==> config.mk <==
export PLATFORM = sky130hd
export DESIGN_NAME = reg_file_flat
export DESIGN_NICKNAME = d
export VERILOG_FILES = /design/src/rtl/reg_file_if.sv /design/src/rtl/reg_file.sv /design/src/flat_wrapper.sv
export SDC_FILE = /design/constraint.sdc
export NUM_CORES = 2
export LEC_CHECK = 0
export BUFFER_PORTS_ARGS = -buffer_cell sky130_fd_sc_hd__buf_2
export CAP_MARGIN = 20
export CELL_PAD_IN_SITES_DETAIL_PLACEMENT = 1
export CELL_PAD_IN_SITES_GLOBAL_PLACEMENT = 1
export CORE_ASPECT_RATIO = 0.9
export CORE_MARGIN = 3
export CORE_UTILIZATION = 49
export DETAILED_ROUTE_END_ITERATION = 12
export PLACE_DENSITY_LB_ADDON = 0.1
export SETUP_SLACK_MARGIN = 0.1
export SLEW_MARGIN = 20
export SYNTH_ARGS = -nofsm -noshare
export SYNTH_HDL_FRONTEND = slang
export SYNTH_SLANG_ARGS = --single-unit
==> constraint.sdc <==
create_clock -name clk -period 46.6 [get_ports clk]
set_input_delay 13.98 -clock clk [delete_from_list [all_inputs] [get_ports clk]]
set_output_delay 13.98 -clock clk [all_outputs]
set_load 0.02 [all_outputs]
==> src/rtl/reg_file_if.sv <==
// Decode read ports plus the writeback write port of the MIPS register file.
// The master side is decode/writeback; the slave side is the register file.
interface reg_file_if #(
  parameter int ADDR_SIZE = 5,
  parameter int WORD_SIZE = 32
);
  logic                 en;
  logic [ADDR_SIZE-1:0] rs_addr;
  logic [ADDR_SIZE-1:0] rt_addr;
  logic [WORD_SIZE-1:0] rs_data;
  logic [WORD_SIZE-1:0] rt_data;
  logic                 rd_en;
  logic [ADDR_SIZE-1:0] rd_addr;
  logic [WORD_SIZE-1:0] rd_data;

  modport master (
    output en, rs_addr, rt_addr, rd_en, rd_addr, rd_data,
    input  rs_data, rt_data
  );

  modport slave (
    input  en, rs_addr, rt_addr, rd_en, rd_addr, rd_data,
    output rs_data, rt_data
  );
endinterface

==> src/rtl/reg_file.sv <==
// MIPS register file: two registered read ports, one writeback port, $0 hardwired to zero.
// Define REG_FILE_WRITE_BYPASS_EN to forward same-edge writeback data onto the read ports.
module reg_file #(
  parameter int ADDR_SIZE = 5,
  parameter int WORD_SIZE = 32
) (
  input  logic        clk,
  input  logic        rst,
  reg_file_if.slave   bus
);
  localparam int NREG = 2 ** ADDR_SIZE;

  logic [WORD_SIZE-1:0] regs_q [NREG];
  logic [WORD_SIZE-1:0] rs_data_q, rs_data_d;
  logic [WORD_SIZE-1:0] rt_data_q, rt_data_d;
  logic                 wr_hit;

  // Entry 0 is never written, so it keeps its reset value of zero.
  assign wr_hit = bus.rd_en && (bus.rd_addr != '0);

  always_ff @(posedge clk or posedge rst) begin
    if (rst) begin
      for (int i = 0; i < NREG; i++) regs_q[i] <= '0;
    end else if (wr_hit) begin
      regs_q[bus.rd_addr] <= bus.rd_data;
    end
  end

  always_comb begin
    rs_data_d = rs_data_q;
    rt_data_d = rt_data_q;
    if (bus.en) begin
      rs_data_d = (bus.rs_addr == '0) ? '0 : regs_q[bus.rs_addr];
      rt_data_d = (bus.rt_addr == '0) ? '0 : regs_q[bus.rt_addr];
`ifdef REG_FILE_WRITE_BYPASS_EN
      if (wr_hit && (bus.rd_addr == bus.rs_addr)) rs_data_d = bus.rd_data;
      if (wr_hit && (bus.rd_addr == bus.rt_addr)) rt_data_d = bus.rd_data;
`endif
    end
  end

  always_ff @(posedge clk or posedge rst) begin
    if (rst) begin
      rs_data_q <= '0;
      rt_data_q <= '0;
    end else begin
      rs_data_q <= rs_data_d;
      rt_data_q <= rt_data_d;
    end
  end

  assign bus.rs_data = rs_data_q;
  assign bus.rt_data = rt_data_q;
endmodule

==> src/flat_wrapper.sv <==
// flat-port wrapper written by rule: the top's interface ports become plain ports
module reg_file_flat 
#(
  parameter int ADDR_SIZE = 5,
  parameter int WORD_SIZE = 32
)
  (clk, rst, bus_en, bus_rs_addr, bus_rt_addr, bus_rd_en, bus_rd_addr, bus_rd_data, bus_rs_data, bus_rt_data);
  reg_file_if #(.ADDR_SIZE(ADDR_SIZE), .WORD_SIZE(WORD_SIZE)) bus_i ();
  input  logic clk;
  input  logic rst;
  input wire logic [$bits(bus_i.en)-1:0] bus_en;
  input wire logic [$bits(bus_i.rs_addr)-1:0] bus_rs_addr;
  input wire logic [$bits(bus_i.rt_addr)-1:0] bus_rt_addr;
  input wire logic [$bits(bus_i.rd_en)-1:0] bus_rd_en;
  input wire logic [$bits(bus_i.rd_addr)-1:0] bus_rd_addr;
  input wire logic [$bits(bus_i.rd_data)-1:0] bus_rd_data;
  output wire logic [$bits(bus_i.rs_data)-1:0] bus_rs_data;
  output wire logic [$bits(bus_i.rt_data)-1:0] bus_rt_data;
  assign bus_i.en = bus_en;
  assign bus_i.rs_addr = bus_rs_addr;
  assign bus_i.rt_addr = bus_rt_addr;
  assign bus_i.rd_en = bus_rd_en;
  assign bus_i.rd_addr = bus_rd_addr;
  assign bus_i.rd_data = bus_rd_data;
  assign bus_rs_data = bus_i.rs_data;
  assign bus_rt_data = bus_i.rt_data;
  reg_file #(.ADDR_SIZE(ADDR_SIZE), .WORD_SIZE(WORD_SIZE)) u_core (.clk(clk), .rst(rst), .bus(bus_i));
endmodule
# Word level (Yosys, flattened, before mapping)

Index checks and enable logic that the tools add are counted.
Widths: inputs -> output; s select.

Logic and storage cells: 57
Bits in registers: 1088
Output and inout bits: 64
Bits of input ports: 51

Bitwise operators: 3
Reductions and logical operators: 5
Mux-type cells: 11
Order comparisons: 4

Operators with widths:

| cell               | count |
|---|---|
| $bwmux 1024        | 1 |
| $bmux 32 s5        | 2 |
| $mux 32            | 7 |
| $demux 32 s5       | 1 |
| $ge 6x6->1 const B | 3 |
| $not 5->6          | 3 |
| $logic_not 5->1    | 2 |
| $lt 6x1->1 const B | 1 |
| $reduce_bool 5->1  | 1 |
| $logic_and 1x1->1  | 2 |

# Logic depth before layout (Yosys ltp)

Word-level depth: 6
Gate-level depth with buffers: 8
Mapped depth without buffers: 4

# Worst setup path before layout

No wires, ideal clock.

Path type: in2reg
Start: input port bus_rs_addr[1]
End: register u_core.rs_data_q[10] (netlist: u_core.bus.rs_data[10])
Cell stages on the path: 6
Required time: 46.473 ns
Path slack: 31.163 ns
Buffers on the path: 2
Library setup time: 0.127 ns
Arrival: 15.310 ns
Cells stage by stage: buf_2 -> clkbuf_1 -> mux2_2 -> a222oi_1 -> and3_1 -> a211oi_1

Cells in the longest elaborated chain, start to end: 5
Elaborated cells between the ends (all ways): 6
Those cells by class: 4 x mux; 1 x bitwise; 1 x reduce/logical

Ends and longest elaborated chain:

| item                                       | RTL line           | RTL |
|---|---|---|
| from (decl)                                | flat_wrapper.sv:12 | `input wire logic [$bits(bus_i.rs_addr)-1:0] bus_rs_addr;` |
| $not 5->6 (implied by the code)            | reg_file.sv:33     | `rs_data_d = (bus.rs_addr == '0) ? '0 : regs_q[bus.rs_addr];` |
| $bmux 32 s5                                | reg_file.sv:33     |  |
| $mux 32 (implied by the code) (2 in a row) | reg_file.sv:33     |  |
| $mux 32 *                                  | reg_file.sv:33     |  |
| to (signal assigned)                       | reg_file.sv:47     | `rs_data_q <= rs_data_d;` |
| to (decl)                                  | reg_file.sv:14     | `logic [WORD_SIZE-1:0] rs_data_q, rs_data_d;` |

Mark *: on every way between the ends. The rest lies on a longest branch, timed or not. The select of a mux whose other input is x is not followed.
A chain may end at the register's enable or synchronous reset.

# Final worst setup path

Start: input port bus_rs_addr[1]
End: register u_core.rs_data_q[29] (netlist: u_core.bus.rs_data[29])

Same word-level chain as after synthesis.

==> metrics.md <==
| Metric | Value |
|---|---|
| Yosys Warn Count | `0` |
| CTS H-Tree Depth | `3` |
| Vias | `37476` |
| Outcome | `complete, no violations` |
| Synth unique cells | `49` |
| Worst skew pair latency | `730 ps` |
| VDD IR max | `35.5 uV` |
| Number of port buffers | `114` |
| Peak Freq | `59.3 MHz` |
| R2r setup slk | `44950 ps` |
| Final Cycle Share | `36.2%` |
| Ys async rst share | `100%` |
| CORE AREA | `116000 um2` |
| Vias in the first global route | `39671` |
| Dpl hpwl | `99000 um` |
| Clk sinks | `1088` |
| Mapped Avg Cell Area | `14.2 um2` |
| Die Span Y | `332 um` |
| Hold buffers post-CTS | `0` |
| Fin crit period | `16860 ps` |
| CTS tree | `done` |
| Synth-to-Final Area Change | `8.83%` |
| Post-route cell area | `62900 um2` |
| Clock root buffer | `clkbuf_16` |
| WS Path Type | `in2reg` |
| Final ANT Viol Nets | `0` |
| Register area share after synthesis | `47.1%` |
| DR DRC count | `0` |
| Startpoint Class | `input port` |
| Worst r2r dst | `u_core.bus.rt_data[0]$_DFFE_PP0P_` |
| Post-synth EDFFs | `0` |
| IO Count | `115` |
| Relative slew margins | `20.5%` |
| Cells after Synth | `4079` |
| Placed inst area | `58900 um2` |
| R2r worst-path depth | `4` |
| Max capacitance violation total | `0` |
| Initial antenna violation count | `7` |
| Resized Gates After CTS | `0` |
| Multi-input logic area | `28400 um2` |
| Hold endpoint | `u_core.regs_q[1023]$_DFFE_PP0P_` |
| DRT Pass-1 Iters | `5` |
| Pin count of the biggest net entering global routing | `172` |
| Final Setup Violations | `0` |
| FF+latch count, synth | `1088` |
| First-pass GRT wire length | `276000 um` |
| Crit-path max FO | `120` |
| Hold_sp | `u_core.regs_q[1023]$_DFFE_PP0P_` |
| CP max-delay cell | `buf_12` |
| GP Congestion | `0.769` |
| Routed WL per cell | `33.2 um` |
| Die width | `368 um` |
| Clk_skew | `20.3 ps` |
| CP max stage delay | `690 ps` |
| Nets | `3994` |
| PwrDens | `43.5 nW/um2` |
| Seq. cell area | `27200 um2` |
| Most frequent cells in the layout | `mux2_2, dfrtp_1, mux4_2` |
| Worst R2R Start | `u_core.regs_q[0]$_DFFE_PP0P_` |
| Worst EP arrival | `17460 ps` |
| Commonest non-fill, non-tap cell in the layout | `mux2_2` |
| RSZ-0062 raised after global routing | `no` |
| Die area | `122000 um2` |
| Worst Hold Class | `reg2reg` |
| Drt total wl | `186000 um` |
| # rows | `118` |
| Total gr overflow | `0` |
| Initial Util | `49.8%` |
| Worst-Margin Slew | `1190 ps` |
| Synth Cell Area | `57800 um2` |
| Layout cells sized above 1 | `48.2%` |
| Static leakage | `27.4 nW` |
| Vias per inst | `6.69` |
| Worst endpoint required time | `47190 ps` |
| Critical-path cell list | `buf_8 -> buf_4 -> buf_12 -> buf_12 -> mux2_2 -> a222oi_1 -> and3_1 -> a211oi_1` |
| CTS max path bufs | `3` |
| CTS buffer count | `118` |
| Synth Flop Type | `dfrtp_1` |
| Final hold violations | `0` |
| # Post-CTS Setup Buffers | `0` |
| Hold Path Depth | `0` |
| Final setup TNS | `0 ps` |
| 1st-iter DRT viols | `3381` |
| Syn nets | `4130` |
| Hold Slack | `397 ps` |
| CP dominant cell by count | `buf_12` |
| # fillers | `11159` |
| GRT Total Usage | `30.4%` |
| Final Max Slew Viols | `0` |
| Nature of the critical path endpoint | `register` |
| Reg clk slew, reported paths | `60 ps` |
==> state kept, by name (all words and copies together) (netlist names) <==
signal	cells
u_core.regs_q	1024
u_core.bus.rt_data	32
u_core.bus.rs_data	32
==> stage by stage <==
stage                     total power (W)  cells  util, %  worst slack [ps]
after floorplan                   0.00164   4079        -              1990
after global placement            0.00176   5382     50.8             29020
after detailed placement          0.00178   5382     50.8             28990
after CTS                         0.00276   5600     54.2             29790
after global routing              0.00286   5601     54.2             29430
final                             0.00274   5603     54.2             29740
==> kinds of logic (layout without fill, tap and decap cells) <==
group           count (synthesis)  count (layout)  share of synthesized area [%]
flops                        1088            1088                           47.1
mux                          1696            1696                           39.2
other cells                     0               2                              0
compound gates                446             446                           5.82
simple gates                  394             394                           3.69
buf+inv                       455             417                           4.15
==> synth_stat cells (3+ instances only) <==
cell type,number,share of area (%)
nand3b_1,4,0.052
nand2b_1,8,0.087
nand3_1,124,1.1
o22a_1,60,0.91
mux2_1,39,0.76
buf_12,10,0.35
and3_1,61,0.66
o21ai_0,12,0.10
o21ai_1,52,0.45
buf_2,152,1.3
mux2i_1,128,2.2
nor2b_1,66,0.71
nor2_1,79,0.51
and3b_1,3,0.045
mux4_1,26,1.2
nand2_1,20,0.13
a31oi_1,60,0.65
a222oi_1,62,1.1
clkbuf_4,4,0.052
buf_1,6,0.039
a211oi_1,124,1.6
nor2_2,4,0.043
clkbuf_1,216,1.4
buf_4,42,0.55
nor3b_1,4,0.052
mux2_2,1205,23
nor3_1,6,0.052
mux4_2,298,12
dfrtp_1,1088,47
buf_6,22,0.43
a22oi_1,62,0.81
==> layout make-up <==
type	count	share of cell area, %
clock buffer	171	5.42
clock inverter	47	0.859
antenna	2	0.00795
inverter	3	0.0298
tap	1560	3.10
multi-input combinational	2536	45.2
timing repair buffer	196	2.09
sequential	1088	43.3
==> where the power goes <==
part	switching [W]	total [W]	internal (W)
clock network	0.000404	0.000966	0.000562
logic	0.000218	0.000522	0.000304
registers	0.000131	0.00125	0.00112
==> worst max-delay path, delay by kind of cell <==
kind	cells	cell delay [ps]
AO/OA/AOI/OAI	2	410
buffers and inverters	4	2260
multiplexers	1	410
AND/OR/NAND/NOR	1	220
==> routing by layer <==
metal | global-route usage, % | share of wire [%] | up-vias
met4 | 7.71 | 2.6 | 0
met2 | 48.1 | 47 | 1168
met1 | 43.7 | 45 | 20590
li1 | - | - | 15415
met5 | 0 | 0 | -
met3 | 5.23 | 6.0 | 303
==> worst max-delay path by stage <==
| stage | startpoint | endpoint | slack, ps |
|---|---|---|---|
| global route | rst | u_core.regs_q[751]$_DFFE_PP0P_ | 29430 |
| finish | bus_rs_addr[1] | u_core.bus.rs_data[29]$_DFFE_PP0P_ | 29740 |
| CTS | bus_rs_addr[1] | u_core.bus.rs_data[24]$_DFFE_PP0P_ | 29790 |
| floorplan | rst | u_core.bus.rs_data[0]$_DFFE_PP0P_ | 1990 |
| detailed placement | bus_rs_addr[1] | u_core.bus.rs_data[24]$_DFFE_PP0P_ | 28990 |
| global placement | bus_rs_addr[1] | u_core.bus.rs_data[24]$_DFFE_PP0P_ | 29020 |
Note: power is estimated with default switching activity, not from simulation.
